--- src/rtl/if_stage_pkg.sv ---
// if_stage_pkg: shared fetch-stage constants, bus state encodings and word types
package if_stage_pkg;
  localparam int ADDR_W = 30;
  localparam int DATA_W = 32;
  typedef logic [ADDR_W-1:0] word_addr_t;
  typedef logic [DATA_W-1:0] word_t;
  localparam logic [1:0] BUS_IDLE   = 2'd0;
  localparam logic [1:0] BUS_REQ    = 2'd1;
  localparam logic [1:0] BUS_ACCESS = 2'd2;
  localparam logic [1:0] BUS_STALL  = 2'd3;
  localparam logic ENABLE_  = 1'b0;
  localparam logic DISABLE_ = 1'b1;
  localparam logic READ     = 1'b1;
  localparam word_t NOP_INSN_DEFAULT = 32'h0;
endpackage

--- src/rtl/if_bus_if.sv ---
// if_bus_if: fetch bus master FSM; ports: clk/reset, stall/flush, fetch addr in, busy/done/data out, bus_* master signals
module if_bus_if
  import if_stage_pkg::*;
(
  input  logic              clk,
  input  logic              reset,
  input  logic              stall,
  input  logic              flush,
  input  logic [ADDR_W-1:0] addr,
  output logic              busy,
  output logic              done,
  output logic [DATA_W-1:0] data,
  output logic              bus_req_,
  input  logic              bus_grant_,
  output logic              bus_as_,
  output logic              bus_rw,
  output logic [ADDR_W-1:0] bus_addr,
  output logic [DATA_W-1:0] bus_wr_data,
  input  logic [DATA_W-1:0] bus_rd_data,
  input  logic              bus_rdy_
);
  logic [1:0]        state;
  logic              flush_seen;
  logic [DATA_W-1:0] rd_buf;
  assign bus_rw      = READ;
  assign bus_wr_data = '0;
  assign busy = (state == BUS_REQ) || (state == BUS_ACCESS && bus_rdy_ == DISABLE_);
  // a transfer that saw a flush still runs to completion on the bus but never delivers
  assign done = (state == BUS_ACCESS && bus_rdy_ == ENABLE_ && !flush_seen) || state == BUS_STALL;
  assign data = state == BUS_STALL ? rd_buf : bus_rd_data;
  always_ff @(posedge clk or negedge reset) begin
    if (!reset) begin
      state      <= BUS_IDLE;
      flush_seen <= 1'b0;
      rd_buf     <= '0;
      bus_req_   <= DISABLE_;
      bus_as_    <= DISABLE_;
      bus_addr   <= '0;
    end else begin
      case (state)
        BUS_IDLE: if (!flush) begin
          bus_req_ <= ENABLE_;
          state    <= BUS_REQ;
        end
        BUS_REQ: if (flush) begin
          bus_req_ <= DISABLE_;
          state    <= BUS_IDLE;
        end else if (bus_grant_ == ENABLE_) begin
          bus_as_  <= ENABLE_;
          bus_addr <= addr;
          state    <= BUS_ACCESS;
        end
        BUS_ACCESS: begin
          bus_as_ <= DISABLE_;
          if (flush) flush_seen <= 1'b1;
          if (bus_rdy_ == ENABLE_) begin
            bus_req_   <= DISABLE_;
            rd_buf     <= bus_rd_data;
            flush_seen <= 1'b0;
            state      <= (flush || flush_seen) ? BUS_IDLE : stall ? BUS_STALL : BUS_IDLE;
          end
        end
        BUS_STALL: if (!stall || flush) state <= BUS_IDLE;
      endcase
    end
  end
endmodule

--- src/rtl/if_stage.sv ---
// if_stage: instruction fetch stage; ports: clk/reset, stall/flush/new_pc, br_taken/br_addr, busy, bus_* master, IF/ID register (if_pc, if_insn, if_en)
module if_stage
  import if_stage_pkg::*;
#(
  parameter logic [ADDR_W-1:0] RESET_VECTOR = 30'h0,
  parameter logic [DATA_W-1:0] NOP_INSN     = NOP_INSN_DEFAULT
)(
  input  logic              clk,
  input  logic              reset,
  input  logic              stall,
  input  logic              flush,
  input  logic [ADDR_W-1:0] new_pc,
  input  logic              br_taken,
  input  logic [ADDR_W-1:0] br_addr,
  output logic              busy,
  output logic              bus_req_,
  input  logic              bus_grant_,
  output logic              bus_as_,
  output logic              bus_rw,
  output logic [ADDR_W-1:0] bus_addr,
  output logic [DATA_W-1:0] bus_wr_data,
  input  logic [DATA_W-1:0] bus_rd_data,
  input  logic              bus_rdy_,
  output logic [ADDR_W-1:0] if_pc,
  output logic [DATA_W-1:0] if_insn,
  output logic              if_en
);
  logic              done;
  logic [DATA_W-1:0] data;
  if_bus_if u_bus (
    .clk(clk), .reset(reset), .stall(stall), .flush(flush), .addr(if_pc),
    .busy(busy), .done(done), .data(data),
    .bus_req_(bus_req_), .bus_grant_(bus_grant_), .bus_as_(bus_as_), .bus_rw(bus_rw),
    .bus_addr(bus_addr), .bus_wr_data(bus_wr_data), .bus_rd_data(bus_rd_data), .bus_rdy_(bus_rdy_)
  );
  // if_pc doubles as the fetch address, so it advances past the fetched word on delivery
  always_ff @(posedge clk or negedge reset) begin
    if (!reset) begin
      if_pc   <= RESET_VECTOR;
      if_insn <= NOP_INSN;
      if_en   <= 1'b0;
    end else if (flush) begin
      if_pc   <= new_pc;
      if_insn <= NOP_INSN;
      if_en   <= 1'b0;
    end else if (!(stall || busy)) begin
      if_pc   <= done ? (br_taken ? br_addr : if_pc + 30'd1) : if_pc;
      if_insn <= done ? data : NOP_INSN;
      if_en   <= done;
    end
  end
endmodule
--- config.mk ---
export PLATFORM = sky130hd
export DESIGN_NAME = if_stage
export DESIGN_NICKNAME = d
export VERILOG_FILES = /design/src/rtl/if_stage_pkg.sv /design/src/rtl/if_bus_if.sv /design/src/rtl/if_stage.sv
export SDC_FILE = /design/constraint.sdc
export NUM_CORES = 1
export LEC_CHECK = 0
export CORE_MARGIN = 2
export CORE_UTILIZATION = 49
export DETAILED_ROUTE_END_ITERATION = 12
export GPL_ROUTABILITY_DRIVEN = 0
export GPL_TIMING_DRIVEN = 0
export PLACE_DENSITY = 0.94
export SLEW_MARGIN = 20
export SYNTH_ARGS = -nofsm -noshare
export SYNTH_HDL_FRONTEND = slang
export SYNTH_SLANG_ARGS = --single-unit
--- constraint.sdc ---
create_clock -name clk -period 4.8 [get_ports clk]
set_clock_uncertainty 0.2 [all_clocks]
set_input_delay 0.48 -clock clk [delete_from_list [all_inputs] [get_ports clk]]
set_output_delay 0.48 -clock clk [all_outputs]
set_load 0.05 [all_outputs]
* After elaboration in Yosys (flattened, before gate mapping)
Index checks and enable logic that the tools add are counted.
** Cells by class
- $add $sub $neg :: 1
- Multiply operators :: 0
- Div/mod/pow operators :: 0
- Magnitude comparators :: 0
- Eq/ne operators :: 12
- Shifts and indexed selects :: 0
- Multiplexer cells :: 26
- Bitwise logic cells :: 3
- Reduce and logical (&&, ||, !) cells :: 21
** Operator list (number)
- 2-to-1 mux 32 bit :: 4
- 2-to-1 mux 30 bit :: 4
- adder 30 x 1 -> 30 bit, second input constant :: 1
- != test 2 bit, second input constant :: 8
- 2-to-1 mux 2 bit :: 7
- 2-to-1 mux 1 bit :: 8
- case mux 2 bit (4 select lines) :: 1
- AND reduction 4 bit :: 2
- AND reduction 2 bit :: 3
- AND reduction 3 bit :: 2
- logical OR 1 bit :: 5
- equality test 2 bit, second input constant :: 2
- nonzero test 2 bit :: 2
- logical AND 1 bit :: 3
- != test 3 bit, second input constant :: 1
- inverter 1 bit :: 3
- case mux 1 bit (3 select lines) :: 1
- nonzero test 3 bit :: 1
- equality test 2 x 1 -> 1 bit, second input constant :: 1
- logical NOT 1 bit :: 2
- logical NOT 2 bit :: 1
- case mux 1 bit (2 select lines) :: 1
** Storage, ports and cells
- Register bits after elaboration :: 130
- Bits in latches :: 0
- Memory bits (writable) :: 0
- Memory bits (read-only) :: 0
- Input port bits :: 99
- Output and inout bits :: 129
- Word-level logic and storage cells :: 72
- Memories kept :: 0

* Depth between registers and ports, before layout
- Depth after elaboration :: 7
- Gate-level depth with buffers :: 9
- Mapped depth without buffers :: 7

* Cells and area by module
Synthesis repeated with hierarchy kept, for this count alone.
** Unflattened totals
- Cell total of the unflattened synthesis :: 612
- Area, all modules :: 6924.1 um2
** By module, submodules not included
- if_bus_if :: times used 1, cells each 238, area each 3499.6 um2, seq. area each 1679.1 um2
- if_stage :: times used 1, cells each 374, area each 3424.5 um2, seq. area each 1576.5 um2

* Least setup slack after synthesis
OpenSTA, ideal clock, no wires.
- Path kind :: register to register
- From :: reg if_pc[0]
- To :: reg if_pc[28]
- Setup time :: 139 ps
- Data arrival time :: 2286 ps
- Required time :: 4461 ps
- Setup slack :: 2175 ps
- Stages on the path, launching flop included :: 7
- Buffers on the path :: 0
- Period minus slack after synthesis :: 2625 ps
- Cell sequence :: dfrtp_1 > ha_1 > nand4_1 > nor4_4 > and4_1 > a21oi_1 > or4b_1
** Between the ends
- Cells in the longest elaborated chain, start to end :: 5
** RTL lines
- start, declared :: line if_stage.sv:24 : output logic [ADDR_W-1:0] if_pc,
- start signal, assigned :: line if_stage.sv:43 : if_pc <= new_pc;
- start signal, assigned :: line if_stage.sv:47 : if_pc <= done ? (br_taken ? br_addr : if_pc + 30'd1) : if_pc;
- adder 30 x 1 -> 30 bit :: line if_stage.sv:47
- 2-to-1 mux 30 bit (2 in a row) :: line if_stage.sv:47
- 2-to-1 mux 30 bit :: line if_stage.sv:46 : end else if (!(stall || busy)) begin
- 2-to-1 mux 30 bit :: line if_stage.sv:42 : end else if (flush) begin
No other way between the ends. The select of a mux whose other input is x is not followed.
A chain may end at the register's enable or synchronous reset.

* Final worst setup path
- From :: reg u_bus.state[0]
- To :: reg if_pc[1]
** Between the ends
- Cells in the longest elaborated chain, start to end :: 6
- Elaborated cells on any way between the ends :: 12
- Those cells by class :: eq/ne: 4; reduce/logical: 8
** RTL lines
- start, declared :: line if_bus_if.sv:22 : logic [1:0] state;
- start signal, assigned :: line if_bus_if.sv:60 : state <= (flush || flush_seen) ? BUS_IDLE : stall ? BUS_STALL : BUS_IDLE;
- equality test 2 bit :: line if_bus_if.sv:27, if_bus_if.sv:29
- logical AND 1 bit (on tied branches) :: line if_bus_if.sv:27, if_bus_if.sv:29
- logical OR 1 bit / logical AND 1 bit (equally long branches) :: line if_bus_if.sv:27, if_bus_if.sv:29
- logical OR 1 bit (on tied branches) :: line if_stage.sv:46, if_bus_if.sv:29
- != test 2 bit (no source line) / nonzero test 2 bit (equally long branches)
- AND reduction 2 bit (no source line) (*)
Mark *: on every way between the ends. The rest lies on a longest branch, timed or not.

==> results.md <==
• **status** finished, final reports clean
• **Power Internal** 3.05 mW
• **area after detailed placement** 8900 µm²
• **logic depth of the worst setup path including buffers** 9
• **critical path data arrival time** 3.02 ns
• **routed length per instance** 18.0 µm
• **final global-route overflow total** 0
• **area fraction in and, or, nand and nor cells after synthesis** 0.121
• **register cell area after layout** 3260 µm²
• **Synthesis Warnings** 0
• **Pwr Total** 5.03 mW
• **unique cell type count in the Yosys netlist** 57
• **Layout Cell Area excl Fill** 9460 µm²
• **leakage power figure** 4.01 nW
• **proportion of netlist area held by the largest area contributor** 0.486
• **Detailed Routing Iterations Pass 1** 7
• **ratio of cells with drive above 1 in the final layout** 0.160
• **Synth Area in Compound Gates** 0.124
• **number of max-capacitance violations reported** 0
• **combinational family with the most area after synthesis** multiplexers
• **Setup Crit Path Kind** flip-flop to flip-flop
• **number of buffer cells added on primary ports** 194
• **combinational power share** 0.425
• **cts repair resizes** 0
• **worst slack after detailed placement** 1.71 ns
• **fraction of synthesized area in multiplexers** 0.167
• **area leader, netlist** sky130_fd_sc_hd__dfrtp_1
• **RSZ-0062 raised after global routing** false
• **antenna-violating nets left** 0
• **maximum root-to-sink buffer count** 2
• **CTS tree** yes
• **Area contributors post-synth** sky130_fd_sc_hd__dfrtp_1 49%, sky130_fd_sc_hd__mux2_2 11%, sky130_fd_sc_hd__mux2i_1 5.8%
• **number of vias in the routed layout** 5,850
• **buffers inserted during post-CTS setup optimization** 0
• **remaining design rule violation count** 0
• **Gate Count Post-Synth** 624
• **die area** 14,400 µm²
• **antenna violations before repair** 0
• **FMAX** 339 MHz
• **Main synth FF type** sky130_fd_sc_hd__dfrtp_1
• **Flop pwr share** 0.332
• **standard-cell rows** 42
• **post-synthesis average cell area** 10.6 µm²
• **post-synthesis share of cell area spent on full adders, half adders and majority gates** 0.0114
• **Horiz. Die Dim** 120 µm
• **final worst path period share** 0.615
• **H-tree level count** 4
• **flop and latch count out of synthesis** 130
• **Die Height** 120 µm
• **pin count of the biggest net entering global routing** 69
• **Layout Area Growth over Synthesis** 43.6%
• **post-route worst setup slack** 1.85 ns
• **number of clock buffers inserted by TritonCTS** 17
• **via count of the first global-routing pass** 5,811
• **startpoint of the worst-slack reg-to-reg timing path** u_bus.state[0]
• **largest fanout on the critical path** 10
• **combined area of the multi-input logic cells** 3030 µm²
• **capturing element of the worst setup path** if_pc[1]
• **clock share of power** 0.243
• **Critical Path Start** u_bus.state[0]
• **minimum hold slack** 0.277 ns
• **wire length of the first global-routing pass** 29.6 mm
• **Clock Tree Root** sky130_fd_sc_hd__clkbuf_16
• **slowest library cell on the worst path** sky130_fd_sc_hd__clkbuf_1
• **placeable core area** 13,200 µm²
• **clock latency at the later pin of the worst-skew pair** 0.42 ns
• **chain of cells forming the critical path** inv_1, ha_1, nor2b_1, o21ai_0, clkbuf_1, clkbuf_1, nor2_1, a21oi_1, o21ai_0
• **CTS Hold Bufs** 1
• **initial core utilization** 0.500
• **non-filler instance count after layout** 1,056
• **WL final** 19.0 mm
• **class of the most critical hold timing path** flip-flop to flip-flop
• **DP Wirelength** 13.5 mm
• **peak per-stage delay on the critical path** 0.51 ns
• **XOR/XNOR share of the synthesized area** 0.0173
• **Worst Tran Pin Value** 0.782 ns
• **vias per cell** 5.54
• **net switching power of the design** 1.98 mW
• **overall global routing resource usage** 0.267
• **headroom to the max-slew limit** 0.479
• **Slew Limit Fails** 0
• **startpoint type of the worst setup path** flip-flop
• **Post-synth EDFFs** 0
• **Power per Cell Area** 531 nW/µm²
• **FF-to-FF path depth** 9
• **sequential element share of the synthesized area** 0.494
• **FILL cells** 944
• **count of routing violations after the opening detailed-route iteration** 567
• **buffering stage count on the worst path with inverters included** 3
• **count of inserted antenna diode cells** 0
• **setup slack of the worst register-to-register path** 1.85 ns
• **Total Negative Setup Slacks** 0 ns
• **post-CTS clock slew at the launch and capture registers of the worst setup and hold paths** 0.06 ns
• **crit-path leading delay family** buffers and inverters
• **worst r2r dst** if_pc[1]
• **Final Hold Vio Count** 0
• **asr flop ratio synth** 1.00
• **required arrival time at the worst endpoint** 4.87 ns
• **final setup violation count** 0
• **post-synth design cell area** 6590 µm²
• **Max IR drop VDD** 0.304 mV
• **final core area utilization** 0.717
• **Period minus WS final** 2.95 ns
• **net switching share of the total power** 0.394
• **placed cell count** 1,026
• **number of clock sinks seen by CTS** 130
• **Top Ports** 228
• **Nets** 975
• **category of the worst setup path capture point** flip-flop
-- area by class of cell --
cell class | instances | area share
Clock inverter | 6 | 0.00582
Inverter | 9 | 0.00357
Clock buffer | 23 | 0.0526
Timing Repair Buffer | 196 | 0.210
Sequential cell | 130 | 0.344
Tap cell | 176 | 0.0233
Multi-Input combinational cell | 446 | 0.320
Buffer | 70 | 0.0413
-- state kept, by name (all words and copies together) (netlist names) --
signal	flops
if_insn	32
u_bus.rd_buf	32
if_pc	30
u_bus.bus_addr	30
u_bus.state	2
if_en	1
u_bus.bus_as_	1
u_bus.bus_req_	1
u_bus.flush_seen	1
-- layout by cell type, fill, tap and decap left out, drive strengths merged, types with 2 or more instances in the layout --
master	netlist	routed
mux2	64	64
buf	43	45
nor4	7	7
xor2	9	9
o31a	8	8
and4	2	2
inv	8	8
nand3	16	16
xnor2	4	4
clkbuf	27	50
o22ai	5	5
clkinv	1	6
mux2i	38	38
a22oi	7	7
a21oi	23	23
nand2	74	74
nand4	9	9
o211ai	3	3
a221o	4	4
a211oi	7	7
conb	2	33
dfrtp	128	128
o21ai	57	57
nor3	14	14
o21a	4	4
clkdlybuf4s50	0	193
a32oi	2	2
a21o	3	3
and3	5	5
dfstp	2	2
nor2	26	26
ha	6	6
-- power by group through the flow --
stage / clock network [mW] / logic (mW) / registers, mW
global placement: 0 / 2.09 / 1.66
floorplan: 0 / 0.790 / 2.30
global route: 1.29 / 2.25 / 1.71
finish: 1.22 / 2.13 / 1.67
CTS: 1.24 / 2.14 / 1.67
detailed placement: 0 / 2.13 / 1.68
-- cells by family (layout without fill, tap and decap cells) --
logic type,after synthesis,in the layout
AOI/OAI and AO/OA,132,132
xor gates and xnor gates,13,13
adders and majority gates,6,6
buffers and inverters,79,304
DFF,130,130
muxes,102,102
other,2,33
and+or+nand+nor,160,160
-- cell usage after synthesis (7+ instances only) --
master / instances
sky130_fd_sc_hd__dfrtp_1: 128
sky130_fd_sc_hd__nand2_1: 73
sky130_fd_sc_hd__nand3_1: 16
sky130_fd_sc_hd__o21ai_0: 57
sky130_fd_sc_hd__buf_4: 33
sky130_fd_sc_hd__a21oi_1: 23
sky130_fd_sc_hd__nor2_1: 26
sky130_fd_sc_hd__a22oi_1: 7
sky130_fd_sc_hd__a211oi_1: 7
sky130_fd_sc_hd__clkbuf_1: 26
sky130_fd_sc_hd__o31a_1: 8
sky130_fd_sc_hd__buf_1: 8
sky130_fd_sc_hd__inv_1: 8
sky130_fd_sc_hd__mux2_2: 63
sky130_fd_sc_hd__nand4_1: 7
sky130_fd_sc_hd__nor3_1: 13
sky130_fd_sc_hd__xor2_1: 9
sky130_fd_sc_hd__mux2i_1: 38
-- layer usage --
layer / up-vias / routed length (µm) / GRT usage / part of all wire
met4: 0 / 413 / 0.0919 / 0.022
met2: 320 / 9340 / 0.456 / 0.49
met1: 2822 / 7220 / 0.304 / 0.38
li1: 2669 / - / - / -
met3: 39 / 2040 / 0.106 / 0.11
met5: - / 0 / 0 / 0
-- tightest hold or removal path, stage by stage, from the launching register on --
cell                      delay, ns
sky130_fd_sc_hd__dfrtp_1       0.34
sky130_fd_sc_hd__nand2_1       0.04
sky130_fd_sc_hd__o21ai_0       0.06
-- worst min path at each step --
stage	start	end	slack [ns]	cells after the start
global route	if_insn[4]	if_insn[4]	0.31	2
global placement	if_insn[31]	if_insn[31]	0.26	2
detailed placement	reset	u_bus.rd_buf[10]	0.26	1
CTS	if_insn[27]	if_insn[27]	0.28	2
floorplan	reset	if_en	-0.02	0
finish	if_insn[22]	if_insn[22]	0.28	2
Power figures use the tool's default switching activity.
==> patch 1 (same settings) <==
`DATA_W`: 32 -> 64.
--- a/src/rtl/if_stage_pkg.sv
+++ b/src/rtl/if_stage_pkg.sv
@@ -3,3 +3,3 @@
   localparam int ADDR_W = 30;
-  localparam int DATA_W = 32;
+  localparam int DATA_W = 64;
   typedef logic [ADDR_W-1:0] word_addr_t;
Ports: changed (resized bus_rd_data, bus_wr_data and if_insn); port bits go from 228 to 324. The function was not compared with the original's and may differ.
==> patch 1 against the unedited design <==
- worst setup slack got worse by 0.21 ns
- sequential cell count is 64 higher
- total power up 33%
- wire length is 51% higher
- first-iteration DRC count grew 29%
- final area rose by 42%
- clock power is 22% higher
- synthesized area is 46% higher
- largest power group unchanged
==> patch 1: results (changes against the unedited design) <==
drt initial violations=733 (+29%); met3 Use GR=7.881% (-2.8 points); Compound-Gate Fraction of Synth Area=9.526% (-2.9 points); global-route wire length before repair=43880 um (+48%); clk_lat worst skew=0.43 ns; Post-CTS Setup Bufs=0 (unchanged); top routing layer in use=met5; top post-synthesis cells by area=dfrtp_1 50%, mux2_2 11%, mux2i_1 7.8%; Net Switching=2.688 mW (+36%); Worst Path Max Fanout=10 (unchanged); top cells by count, synth=192 x dfrtp_1, 114 x nand2_1, 96 x mux2_2, 84 x o21ai_0, 75 x mux2i_1; met2 Use GR=45.26% (-0.30 points); Final nets=1361 (+40%); Synth Area in XOR/XNOR=1.001% (-0.73 points); largest net degree at the start of global routing=98 (+42%); share of layout cells above drive strength 1=17.30% (+1.3 points); Critical Path End=if_pc[17]; R2R cell count=10 (+1); mux cell area share after synthesis=19.03% (+2.3 points); total track usage=27.66% (+0.94 points); largest registers=if_insn (64), u_bus.rd_buf (64); Main synth FF type=dfrtp_1; combinational cell power=2.78 mW (+31%); DPL Wire Length=20930 um (+55%); CP Data Arrival Time=3.33 ns (+0.31 ns); fraction of the yosys area taken by sequential cells=50.45% (+1.0 points); initial antenna violation count=2 (+2); run status=completed; Max Slew Vio Count=0 (unchanged); H-tree lvl count=4 (unchanged); average size of a mapped cell=10.92 sq um (+3.4%); Max VDD drop=0.3034 mV (-0.30%); register-to-register setup slack=1.64 ns (-0.21 ns); detailed-route via count=8190 (+40%); Port Buffers=257 (+32%); area post-placement=0.01283 sq mm (+44%); clock slew at reported path FFs=0.08 ns (+0.02 ns); max incr delay on CP=0.48 ns (-0.03 ns); LEAKAGE=5.799 nW (+45%); GR Util met1=33.18% (+2.8 points); post-synth cell types=51 (-11%); kind of cell adding the most delay to the critical path=buffers and inverters; worst hold slack=0.2734 ns (-0.003446 ns); met1 wire length=10710 um (+48%); met3 WL=2734 um (+34%); Synth Area in Adders=0.7797% (-0.36 points); sequential fraction of design power=36.4% (+3.2 points); Routed met2 length=13880 um (+49%); Routed WL=28710 um (+51%); vias in the first global route=8280 (+42%); CTS Buffer Depth=2 (unchanged); Seq group=2.44 mW (+46%); Worst Hold Class=in2async; Layout Cells excl Fill=1503 (+42%); DP Worst Slack=1.711 ns (+0.002250 ns); Slew headroom=28.52% (-19 points)
-- patch 1: cell types whose count changed in the layout (fill, tap and decap cells not counted), moves of 13 or more --
| cell | unedited run | this run |
|---|---|---|
| mux2_2 | 63 | 96 |
| clkdlybuf4s50_1 | 193 | 256 |
| mux2i_1 | 38 | 75 |
| o221ai_1 | 0 | 13 |
| conb_1 | 33 | 65 |
| o21ai_0 | 57 | 84 |
| nand2_1 | 73 | 114 |
| buf_4 | 33 | 66 |
| dfrtp_1 | 128 | 192 |
-- patch 1: cell type report --
cell class                      instances  area [sq um]
Sequential cell                       194          4857
Clock inverter                         14         180.2
Fill cell                            1417          5938
Inverter                                6         22.52
Clock buffer                           18         439.2
Tap cell                              265         331.6
Antenna cell                            1         2.502
Multi-Input combinational cell        622          4179
Timing Repair Buffer                  260          2643
Buffer                                123         805.8
-- patch 1: timing repair --
item                                   4_1_cts  5_1_grt
hold buffers                                 1        0
resized for setup                            0        0
endpoints found under the hold margin       21        0
==> patch 2 (config.mk and constraints unchanged) <==
Without the edit above. Make the reset (`reset`) synchronous in 2 clocked blocks.
--- a/src/rtl/if_bus_if.sv
+++ b/src/rtl/if_bus_if.sv
@@ -30,3 +30,3 @@
   assign data = state == BUS_STALL ? rd_buf : bus_rd_data;
-  always_ff @(posedge clk or negedge reset) begin
+  always_ff @(posedge clk) begin
     if (!reset) begin
--- a/src/rtl/if_stage.sv
+++ b/src/rtl/if_stage.sv
@@ -36,3 +36,3 @@
   // if_pc doubles as the fetch address, so it advances past the fetched word on delivery
-  always_ff @(posedge clk or negedge reset) begin
+  always_ff @(posedge clk) begin
     if (!reset) begin
Function: differs if reset is asserted again (counterexample within 4 cycles, from zero or initial values and one cycle with reset low); with reset held inactive, the same outputs for 4 cycles.
==> patch 2 against the unedited design <==
- wire length is 22% higher
- worst setup slack worse by 0.21 ns
- worst hold slack worse by 0.019 ns
- critical path depth is 1 higher
- synthesized area is 0.13% higher
- final area is 0.26% lower
- sequential cell count stayed put
- non-clock buffer count is 27 higher
Power is not compared: it rests on default switching activity, and its combinational part moved more than twofold at a synthesized area within 25%.
==> patch 2: results (changes against the unedited design) <==
run status=completed; Routed WL=23130 um (+22%); Hold EP=u_bus.rd_buf[6]; average size of a mapped cell=7.808 sq um (-26%); Final nets=1193 (+22%); drt initial violations=649 (+14%); R2R Path End=if_insn[30]; largest net degree at the start of global routing=17 (-75%); met3 Use GR=9.363% (-1.3 points); initial antenna violation count=1 (+1); share of layout cells above drive strength 1=7.629% (-8.4 points); fraction of the yosys area taken by sequential cells=39.45% (-10 points); top cells by count, synth=168 x nand2_1, 130 x dfxtp_1, 83 x nor2_1, 67 x a21oi_1; post-synth cell types=68 (+19%); Main synth FF type=dfxtp_1; GR Util met1=35.15% (+4.7 points); worst hold slack=0.2583 ns (-0.01854 ns); Routed met2 length=11020 um (+18%); met2 Use GR=55.08% (+9.5 points); WL/cell=18.11 um (+0.57%); mux cell area share after synthesis=5.632% (-11 points); Port Buffers=193 (-0.52%); total track usage=31.67% (+4.9 points); top post-synthesis cells by area=dfxtp_1 39%, nand2_1 9.6%, a21boi_0 5.7%; DP Worst Slack=1.453 ns (-0.2552 ns); CP max stage cell=buf_1; number of vias per cell=5.662 (+2.2%); vias in the first global route=6913 (+19%); Synth Area in XOR/XNOR=1.062% (-0.67 points); Synth Area in Adders=1.138% (-0.0015 points)
-- patch 2: cell types whose count changed after synthesis, sizes merged, moves of 27 or more --
cell and change:
dfxtp +130, nand2 +94, a21oi +44, a21boi +50, dfrtp -128, mux2 -63
nor2 +57, o21ai -27, clkbuf +27
-- patch 2: worst max-delay path, delay by kind of cell, from the launching register on --
kind | cells | cell delay (ns)
buffers and inverters | 4 | 1.51
AOI/OAI and AO/OA | 3 | 0.50
DFF | 1 | 0.33
adders and majority gates | 1 | 0.33
and+or+nand+nor | 2 | 0.16
-- patch 2: final cells by class --
| class | instances | area, sq um | area share, % |
|---|---|---|---|
| plain buffers | 100 | 544.3 | 5.767 |
| clock buffers | 19 | 432.9 | 4.587 |
| clock inverters | 13 | 138.9 | 1.472 |
| inverters | 11 | 41.29 | 0.4375 |
| multi-input cells | 635 | 3526 | 37.36 |
| flip-flops and latches | 130 | 2603 | 27.58 |
| well taps | 176 | 220.2 | 2.333 |
| repair buffers | 193 | 1932 | 20.47 |
